## src/rtl/pipe_ctrl_pkg.sv

```systemverilog
// Shared definitions for the pipeline hazard/stall controller: FSM state
// encoding, the default memory-stall timeout and a helper for sizing the
// wait counter.
package pipe_ctrl_pkg;

  typedef logic [1:0] state_t;

  localparam state_t ST_RUN      = 2'd0;
  localparam state_t ST_MEM_WAIT = 2'd1;
  localparam state_t ST_ERROR    = 2'd2;

  localparam int MEM_TIMEOUT_DEFAULT = 16;

  // Width of a counter that must be able to hold the value 'limit'.
  function automatic int wait_cnt_width(input int limit);
    return $clog2(limit + 1);
  endfunction

endpackage

```

## src/rtl/pipe_ctrl_stall_timer.sv

```systemverilog
// stall_timer: counts consecutive memory-stall cycles spent in MEM_WAIT and
// flags when the next stalled edge would exhaust the tolerated budget.
// The counter saturates rather than wrapping so a held 'run' can never make
// the timeout compare fire a second time after an overflow.
module stall_timer
  import pipe_ctrl_pkg::*;
#(
  parameter int MEM_TIMEOUT = MEM_TIMEOUT_DEFAULT
) (
  input  logic clk,
  input  logic rst,
  input  logic start,
  input  logic run,
  input  logic clear,
  output logic expired
);

  localparam int CW = wait_cnt_width(MEM_TIMEOUT);
  localparam logic [CW-1:0] CNT_LAST = CW'(MEM_TIMEOUT - 1);
  localparam logic [CW-1:0] CNT_MAX  = {CW{1'b1}};
  localparam logic [CW-1:0] CNT_ONE  = CW'(1);

  logic [CW-1:0] wait_cnt;

  // Clear wins, then a fresh stall loads 1, otherwise count up while stalled.
  always_ff @(posedge clk or negedge rst) begin
    if (!rst) begin
      wait_cnt <= '0;
    end else if (clear) begin
      wait_cnt <= '0;
    end else if (start) begin
      wait_cnt <= CNT_ONE;
    end else if (run && (wait_cnt != CNT_MAX)) begin
      wait_cnt <= wait_cnt + CNT_ONE;
    end
  end

  // The budget is spent when the current stall cycle is the last one allowed.
  always_comb begin
    expired = (wait_cnt == CNT_LAST);
  end

endmodule

```

## src/rtl/pipe_ctrl.sv

```systemverilog
// pipe_ctrl: freeze/flush controller for a 5-stage pipeline with a memory
// stall watchdog. Freeze and flush decode is purely combinational so a stall
// costs no extra latency; the FSM only tracks how long a stall has lasted
// and latches a sticky error once the timeout budget is exhausted.
// Optional feature macro: PIPE_PERF_CNT_EN enables the saturating stall and
// flush performance counters; without it both counter ports are tied to 0.
module pipe_ctrl
  import pipe_ctrl_pkg::*;
#(
  parameter int MEM_TIMEOUT = MEM_TIMEOUT_DEFAULT
) (
  input  logic        clk,
  input  logic        rst,
  input  logic        hazard,
  input  logic        branch_taken,
  input  logic        mem_req,
  input  logic        mem_ready,
  output logic        if_freeze,
  output logic        if_flush,
  output logic        id_flush,
  output logic        pipe_freeze,
  output logic        mem_timeout,
  output logic [31:0] stall_cycles,
  output logic [31:0] flush_events
);

  state_t state;
  state_t state_nxt;
  logic   mem_stall;
  logic   timer_start;
  logic   timer_run;
  logic   timer_clear;
  logic   timer_expired;

  stall_timer #(
    .MEM_TIMEOUT(MEM_TIMEOUT)
  ) u_stall_timer (
    .clk    (clk),
    .rst    (rst),
    .start  (timer_start),
    .run    (timer_run),
    .clear  (timer_clear),
    .expired(timer_expired)
  );

  // Next-state logic and timer control; ERROR is only left through reset.
  always_comb begin
    mem_stall   = mem_req & ~mem_ready;
    state_nxt   = state;
    timer_start = 1'b0;
    timer_run   = 1'b0;
    timer_clear = 1'b0;
    case (state)
      ST_RUN: begin
        if (mem_stall) begin
          state_nxt   = ST_MEM_WAIT;
          timer_start = 1'b1;
        end
      end
      ST_MEM_WAIT: begin
        if (!mem_stall) begin
          state_nxt   = ST_RUN;
          timer_clear = 1'b1;
        end else if (timer_expired) begin
          state_nxt   = ST_ERROR;
          timer_clear = 1'b1;
        end else begin
          timer_run   = 1'b1;
        end
      end
      default: begin
        state_nxt   = ST_ERROR;
        timer_clear = 1'b1;
      end
    endcase
  end

  // State register.
  always_ff @(posedge clk or negedge rst) begin
    if (!rst) begin
      state <= ST_RUN;
    end else begin
      state <= state_nxt;
    end
  end

  // Sticky timeout flag, raised on the same edge that enters ERROR.
  always_ff @(posedge clk or negedge rst) begin
    if (!rst) begin
      mem_timeout <= 1'b0;
    end else if (state_nxt == ST_ERROR) begin
      mem_timeout <= 1'b1;
    end
  end

  // Output decode: freeze beats branch, branch beats hazard; ERROR freezes all.
  always_comb begin
    if (state == ST_ERROR) begin
      pipe_freeze = 1'b1;
      if_freeze   = 1'b1;
      if_flush    = 1'b0;
      id_flush    = 1'b0;
    end else begin
      pipe_freeze = mem_stall;
      if_freeze   = mem_stall | (hazard & ~branch_taken);
      if_flush    = branch_taken & ~mem_stall;
      id_flush    = ~mem_stall & (branch_taken | hazard);
    end
  end

`ifdef PIPE_PERF_CNT_EN
  // Saturating count of cycles with the front end frozen, excluding ERROR.
  always_ff @(posedge clk or negedge rst) begin
    if (!rst) begin
      stall_cycles <= '0;
    end else if (if_freeze && (state != ST_ERROR) && (stall_cycles != 32'hFFFF_FFFF)) begin
      stall_cycles <= stall_cycles + 32'd1;
    end
  end

  // Saturating count of cycles in which the IF stage is flushed.
  always_ff @(posedge clk or negedge rst) begin
    if (!rst) begin
      flush_events <= '0;
    end else if (if_flush && (flush_events != 32'hFFFF_FFFF)) begin
      flush_events <= flush_events + 32'd1;
    end
  end
`else
  assign stall_cycles = '0;
  assign flush_events = '0;
`endif

endmodule
```

## config.mk

```make
export PLATFORM = sky130hd
export DESIGN_NAME = pipe_ctrl
export DESIGN_NICKNAME = d
export VERILOG_FILES = /design/src/rtl/pipe_ctrl_pkg.sv /design/src/rtl/pipe_ctrl_stall_timer.sv /design/src/rtl/pipe_ctrl.sv
export SDC_FILE = /design/constraint.sdc
export NUM_CORES = 1
export LEC_CHECK = 0
export CAP_MARGIN = 20
export CORE_ASPECT_RATIO = 2
export CORE_MARGIN = 10
export CORE_UTILIZATION = 36
export CTS_CLUSTER_DIAMETER = 150
export CTS_CLUSTER_SIZE = 16
export DETAILED_ROUTE_END_ITERATION = 10
export PLACE_DENSITY = 0.93
export SYNTH_ARGS = -nofsm -noshare
export SYNTH_HDL_FRONTEND = slang
export SYNTH_SLANG_ARGS = --single-unit
```

## constraint.sdc

```tcl
create_clock -name clk -period 5.9 [get_ports clk]
set_clock_uncertainty 0.2 [all_clocks]
set_input_delay 1.18 -clock clk [delete_from_list [all_inputs] [get_ports clk]]
set_output_delay 1.18 -clock clk [all_outputs]
set_load 0.1 [all_outputs]
```

==> results of run 1 <==
==> metal layers <==
| layer | share of wire, % | vias up | track usage, % |
|---|---|---|---|
| met5 | 0 | - | 0 |
| met4 | 0.68 | 0 | 4.13 |
| met3 | 15 | 2 | 4.20 |
| met2 | 50 | 57 | 12.1 |
| met1 | 34 | 280 | 5.69 |
| li1 | - | 268 | - |
==> state kept, by name (all words and copies together), names as in the netlist <==
signal / flops
state: 2
u_stall_timer.wait_cnt: 5
mem_timeout: 1
==> layout by cell type (no fill, tap or decap) <==
cell             netlist  final
conb_1                 1     64
dfrtp_1                8      8
clkdlybuf4s50_1        0      7
inv_1                  5      5
a21oi_1                3      3
o21ai_0                3      3
a211oi_1               3      3
ha_1                   3      3
clkbuf_8               0      3
buf_4                 64      3
nor2b_1                2      2
o31ai_1                2      2
or4_1                  2      2
nor3b_1                2      2
nand3_1                2      2
nor2_1                 2      2
and3_1                 1      1
a31o_2                 1      1
or3b_1                 1      1
o21a_1                 1      1
and2_1                 1      1
or3b_2                 1      1
mux2i_1                1      1
xor2_1                 1      1
a22o_1                 1      1
or2_2                  1      1
a2111oi_0              1      1
==> power by group through the flow <==
stage	clock [mW]	sequential, mW	combinational, mW
floorplan	0	0.0598	0.232
global placement	0	0.0604	0.208
detailed placement	0	0.0606	0.209
CTS	0.0681	0.0598	0.209
global route	0.0718	0.0602	0.216
finish	0.0664	0.0600	0.211
==> final cells by class <==
cell class	instances	area, µm²
Clock buffer	3	41.3
Fill cell	284	1690
Inverter	5	18.8
Multi-Input combinational cell	99	494
Sequential cell	8	200
Tap cell	28	35.0
Timing Repair Buffer	10	92.6
==> through the flow <==
step | cells | worst slack [ns] | area, µm² | utilization [%]
floorplan | 178 | 1.21 | 1210 | -
global placement | 150 | 1.33 | 841 | 32.7
detailed placement | 150 | 1.30 | 841 | 32.7
CTS | 153 | 1.30 | 882 | 34.3
global route | 153 | 1.20 | 882 | 34.3
finish | 153 | 1.31 | 882 | 34.3
==> worst paths after layout <==
kind                                            from                   endpoint  cells past startpoint
max in group asynchronous                        rst                   state[1]                      1
max                                          mem_req                pipe_freeze                      5
min in group asynchronous                        rst  u_stall_timer.wait_cnt[1]                      1
min                                      mem_timeout                mem_timeout                      1
max reg2reg                u_stall_timer.wait_cnt[0]  u_stall_timer.wait_cnt[3]                      6
min reg2reg                              mem_timeout                mem_timeout                      1
==> worst max-delay path: stages <==
cell,delay (ns)
clkdlybuf4s50_1,0.47
nor2b_1,0.24
a21oi_1,0.11
inv_1,0.08
clkdlybuf4s50_1,1.13
==> kinds of logic (layout without fill, tap and decap cells) <==
kind of cell    Yosys count  count (layout)  share of synthesized area (%)
compound gates           15              15                           10.4
fa+ha+maj                 3               3                           3.86
xor+xnor                  1               1                          0.900
simple gates             15              15                           9.90
flops                     8               8                           20.6
other cells               1              64                          0.385
buf+inv                  71              18                           53.0
mux                       1               1                           1.03
==> results_dict.tcl, run 1 <==
set metrics [dict create \
    status "completed" \
    ys_ff_latch 8 \
    grt_use_total_pct 6.92 \
    num_antenna_cells 0 \
    port_buffers 10 \
    ys_warn_count 0 \
    die_y_um 93.5 \
    htree_levels 1 \
    syn_inst 115 \
    rows 26 \
    yosys.area.top_type "buf_4" \
    pwr-share-clk_pct 19.7 \
    ys_seq_area_share_pct 20.6 \
    yosys-top-cells-count "buf_4, dfrtp_1, inv_1" \
    io_pins 75 \
    die_width_um 56.8 \
    gp_congestion 0.709 \
    cts_tree "done" \
    clk_pin_slew_ns 0.04 \
    cp.arrival_ns 3.21 \
    grt-ovfl-total 0 \
    max-slew-margin-rel_pct 34.3 \
    via_per_inst 3.97 \
    synthDistinctLibCells 27 \
    p_per_area_nw_per_um2 383 \
    drt_iter0_drc 22 \
    reg2reg_slack_ns 3.21 \
    synthToLayoutAreaGrowth_pct -9.38 \
    p_int_uw 112 \
    nNetsFinal 136 \
    grt_pass1_vias 699 \
    post-route-period-util_pct 77.7 \
    final-hold-violation-count 0 \
    combPwrFrac_pct 62.6 \
    netlist.area_leader.share_pct 49.4 \
    syn_avg_cell_area_um2 8.46 \
    path_max_fanout 4 \
    antenna_found_initial 0 \
    hold_path.class "flop to flop" \
    setup_viol 0 \
    cts_setup_buffers 0 \
    yosysMostFrequentCell "buf_4" \
    timing.hold.ws_ns 0.263 \
    endpoint_kind "output port" \
    syn-cell-area_um2 973 \
    crit_required_ns 4.52 \
    drt_first_pass_iters 4 \
    cts_buffer_depth 2 \
    grt_max_degree 10 \
    synth_edf_count 0 \
    dpl.hpwl_um 1790 \
    p_seq_share_pct 17.8 \
    hold_buffers 0 \
    core_area_um2 2570 \
    drv_slew 0 \
    cp-start-kind "input pin" \
    start_util_pct 37.9 \
    worstSetupPathType "input pin to output port" \
    synth-main-ff-cell "dfrtp_1" \
    wl_um 2070 \
    peakVddDrop_uv 243 \
    vias 607 \
    finalCriticalPeriod_ns 4.59 \
    p_leak_nw 0.489 \
    synth_area_leaders "buf_4, dfrtp_1, ha_1, a211oi_1, inv_1" \
    clockRootBuffer "clkbuf_8" \
    clk_latency_ns 0.23 \
    maxCapViolations 0 \
    rsz0062_at_grt "no" \
    power.total_uw 338 \
    cts_resized 0 \
    clkSinkCount 8 \
    finalSetupTns_ns 0 \
    dieArea_um2 5310 \
    switching_share_pct 66.9 \
    tightest_slew_ns 0.982 \
    clock.fmax_mhz 218 \
    post-route-drc-count 0 \
    ant_nets 0 \
    netSwitchingPower_uw 226 \
    cts_buffers 3 \
    grt_pass1_wl_um 3040 \
    drive_above_1_share_pct 7.20 \
    ys_async_sr_fraction_pct 100 \
    wl_per_cell_um 13.5 \
]
(Power assumes the default switching activity.)
==> run 2, diff against run 1 <==
CORE_UTILIZATION = 30   (was 36)
PLACE_DENSITY = 0.83   (was 0.93)
clock period = 4.2 ns   (was 5.9 ns; I/O delays follow)
==> run 2 against run 1 <==
  * Non-clock buffer count unchanged
  * Power up 40%
  * Routed wire length down 6.1%
  * Critical path type unchanged
  * Critical endpoint is now id_flush
  * Clock power up 42%
  * Cell area up 0.14%
==> results_dict.tcl, run 2 (synthesis results as in run 1) <==
set metrics [dict create \
    cts_buffer_depth 2 \
    num_antenna_cells 0 \
    final-hold-violation-count 0 \
    start_util_pct 30.8 \
    grt-ovfl-total 0 \
    htree_levels 1 \
    reg2reg_slack_ns 1.54 \
    cp.arrival_ns 2.11 \
    core_area_um2 3160 \
    clkSinkCount 8 \
    path_max_fanout 4 \
    finalSetupTns_ns 0 \
    fin_util_pct 28.0 \
    top_register "u_stall_timer.wait_cnt" \
    dpl.hpwl_um 1710 \
    io_pins 75 \
    p_per_area_nw_per_um2 537 \
    post-route-drc-count 0 \
    crit_required_ns 3.16 \
    antenna_found_initial 0 \
    vias 588 \
    cts_tree "done" \
    timing.hold.ws_ns 0.263 \
    die_width_um 60.3 \
    drv_slew 0 \
    setup_viol 0 \
    hold_buffers 0 \
    gp_congestion 0.699 \
    peakVddDrop_uv 227 \
    synthToLayoutAreaGrowth_pct -9.25 \
    nNetsFinal 136 \
    power.total_uw 474 \
    die_y_um 101 \
    worstSetupPathType "input pin to output port" \
    mostFrequentLayoutCell "conb_1" \
    hold_path.class "flop to flop" \
    wl_um 1940 \
    p_leak_nw 0.490 \
    clock.fmax_mhz 317 \
    drt_first_pass_iters 4 \
    nFillCells 329 \
    post-route-period-util_pct 75.1 \
    port_buffers 10 \
    cts_setup_buffers 0 \
    rows 29 \
    endpoint_kind "output port" \
    cts_resized 0 \
    cp-start-kind "input pin" \
    reg.largest.list "u_stall_timer.wait_cnt: 5 flops, state: 2 flops, mem_timeout: 1 flops" \
    maxCapViolations 0 \
    wl_per_cell_um 12.4 \
    cts_buffers 3 \
    grt_pass1_vias 656 \
    most-common-layout-cells "conb_1, dfrtp_1, clkdlybuf4s50_1" \
    rsz0062_at_grt "no" \
    dieArea_um2 6060 \
    clk_latency_ns 0.23 \
    max-slew-margin-rel_pct 34.1 \
    finalCriticalPeriod_ns 3.15 \
    drt_iter0_drc 3 \
    largest_register_ffs 5 \
    ant_nets 0 \
    clk_pin_slew_ns 0.04 \
    status "completed" \
    grt_pass1_wl_um 2630 \
    drive_above_1_share_pct 8.00 \
    via_per_inst 3.77 \
    grt_use_total_pct 5.60 \
    clockRootBuffer "clkbuf_8" \
    tightest_slew_ns 0.986 \
    grt_max_degree 10 \
]
==> run 2: changes by cell type in the layout (fill, tap and decap cells not counted), sizes merged <==
cell	delta
clkdlybuf4s50	-1
buf	+1
==> run 2: per-stage QoR <==
step	std cells	setup WS, ns	cell area [µm²]
global placement	153	1.07	842
finish	156	1.05	883
global route	156	0.909	883
detailed placement	153	1.04	842
CTS	156	1.03	883
floorplan	178	0.187	1210
==> run 2: final cells by class <==
class                      instances  area [µm²]  share of cell area, %
clock buffer                       3        41.3                   4.67
inverter                           5        18.8                   2.12
multi-input combinational         99         494                   55.9
sequential                         8         200                   22.7
tap                               31        38.8                   4.39
timing repair buffer              10        90.1                   10.2
==> run 2: power breakdown <==
part	internal [mW]	switching [mW]
clock network	0.0622	0.0320
logic	0.0142	0.282
registers	0.0803	0.00385
total	0.157	0.318
==> run 2: per-layer routing <==
layer | global-route usage, % | vias up | share of wire (%)
met5 | 0 | - | 0
li1 | - | 268 | -
met1 | 5.50 | 253 | 38
met3 | 2.40 | 5 | 18
met2 | 8.60 | 62 | 40
met4 | 4.69 | 0 | 3.1
==> run 2: path summary, 6_finish.rpt <==
| path | start | to | cells past startpoint |
|---|---|---|---|
| worst min register to register | mem_timeout | mem_timeout | 1 |
| worst max register to register | u_stall_timer.wait_cnt[0] | u_stall_timer.wait_cnt[3] | 6 |
| max in group asynchronous | rst | mem_timeout | 1 |
| worst max-delay path | mem_req | id_flush | 5 |
| min in group asynchronous | rst | u_stall_timer.wait_cnt[2] | 1 |
| worst min-delay path | mem_timeout | mem_timeout | 1 |
==> run 2: worst max-delay path, cell delays in order <==
cell             delay (ns)
clkdlybuf4s50_1        0.42
nor2b_1                0.17
a21oi_1                0.22
o21a_1                 0.17
buf_4                  0.28
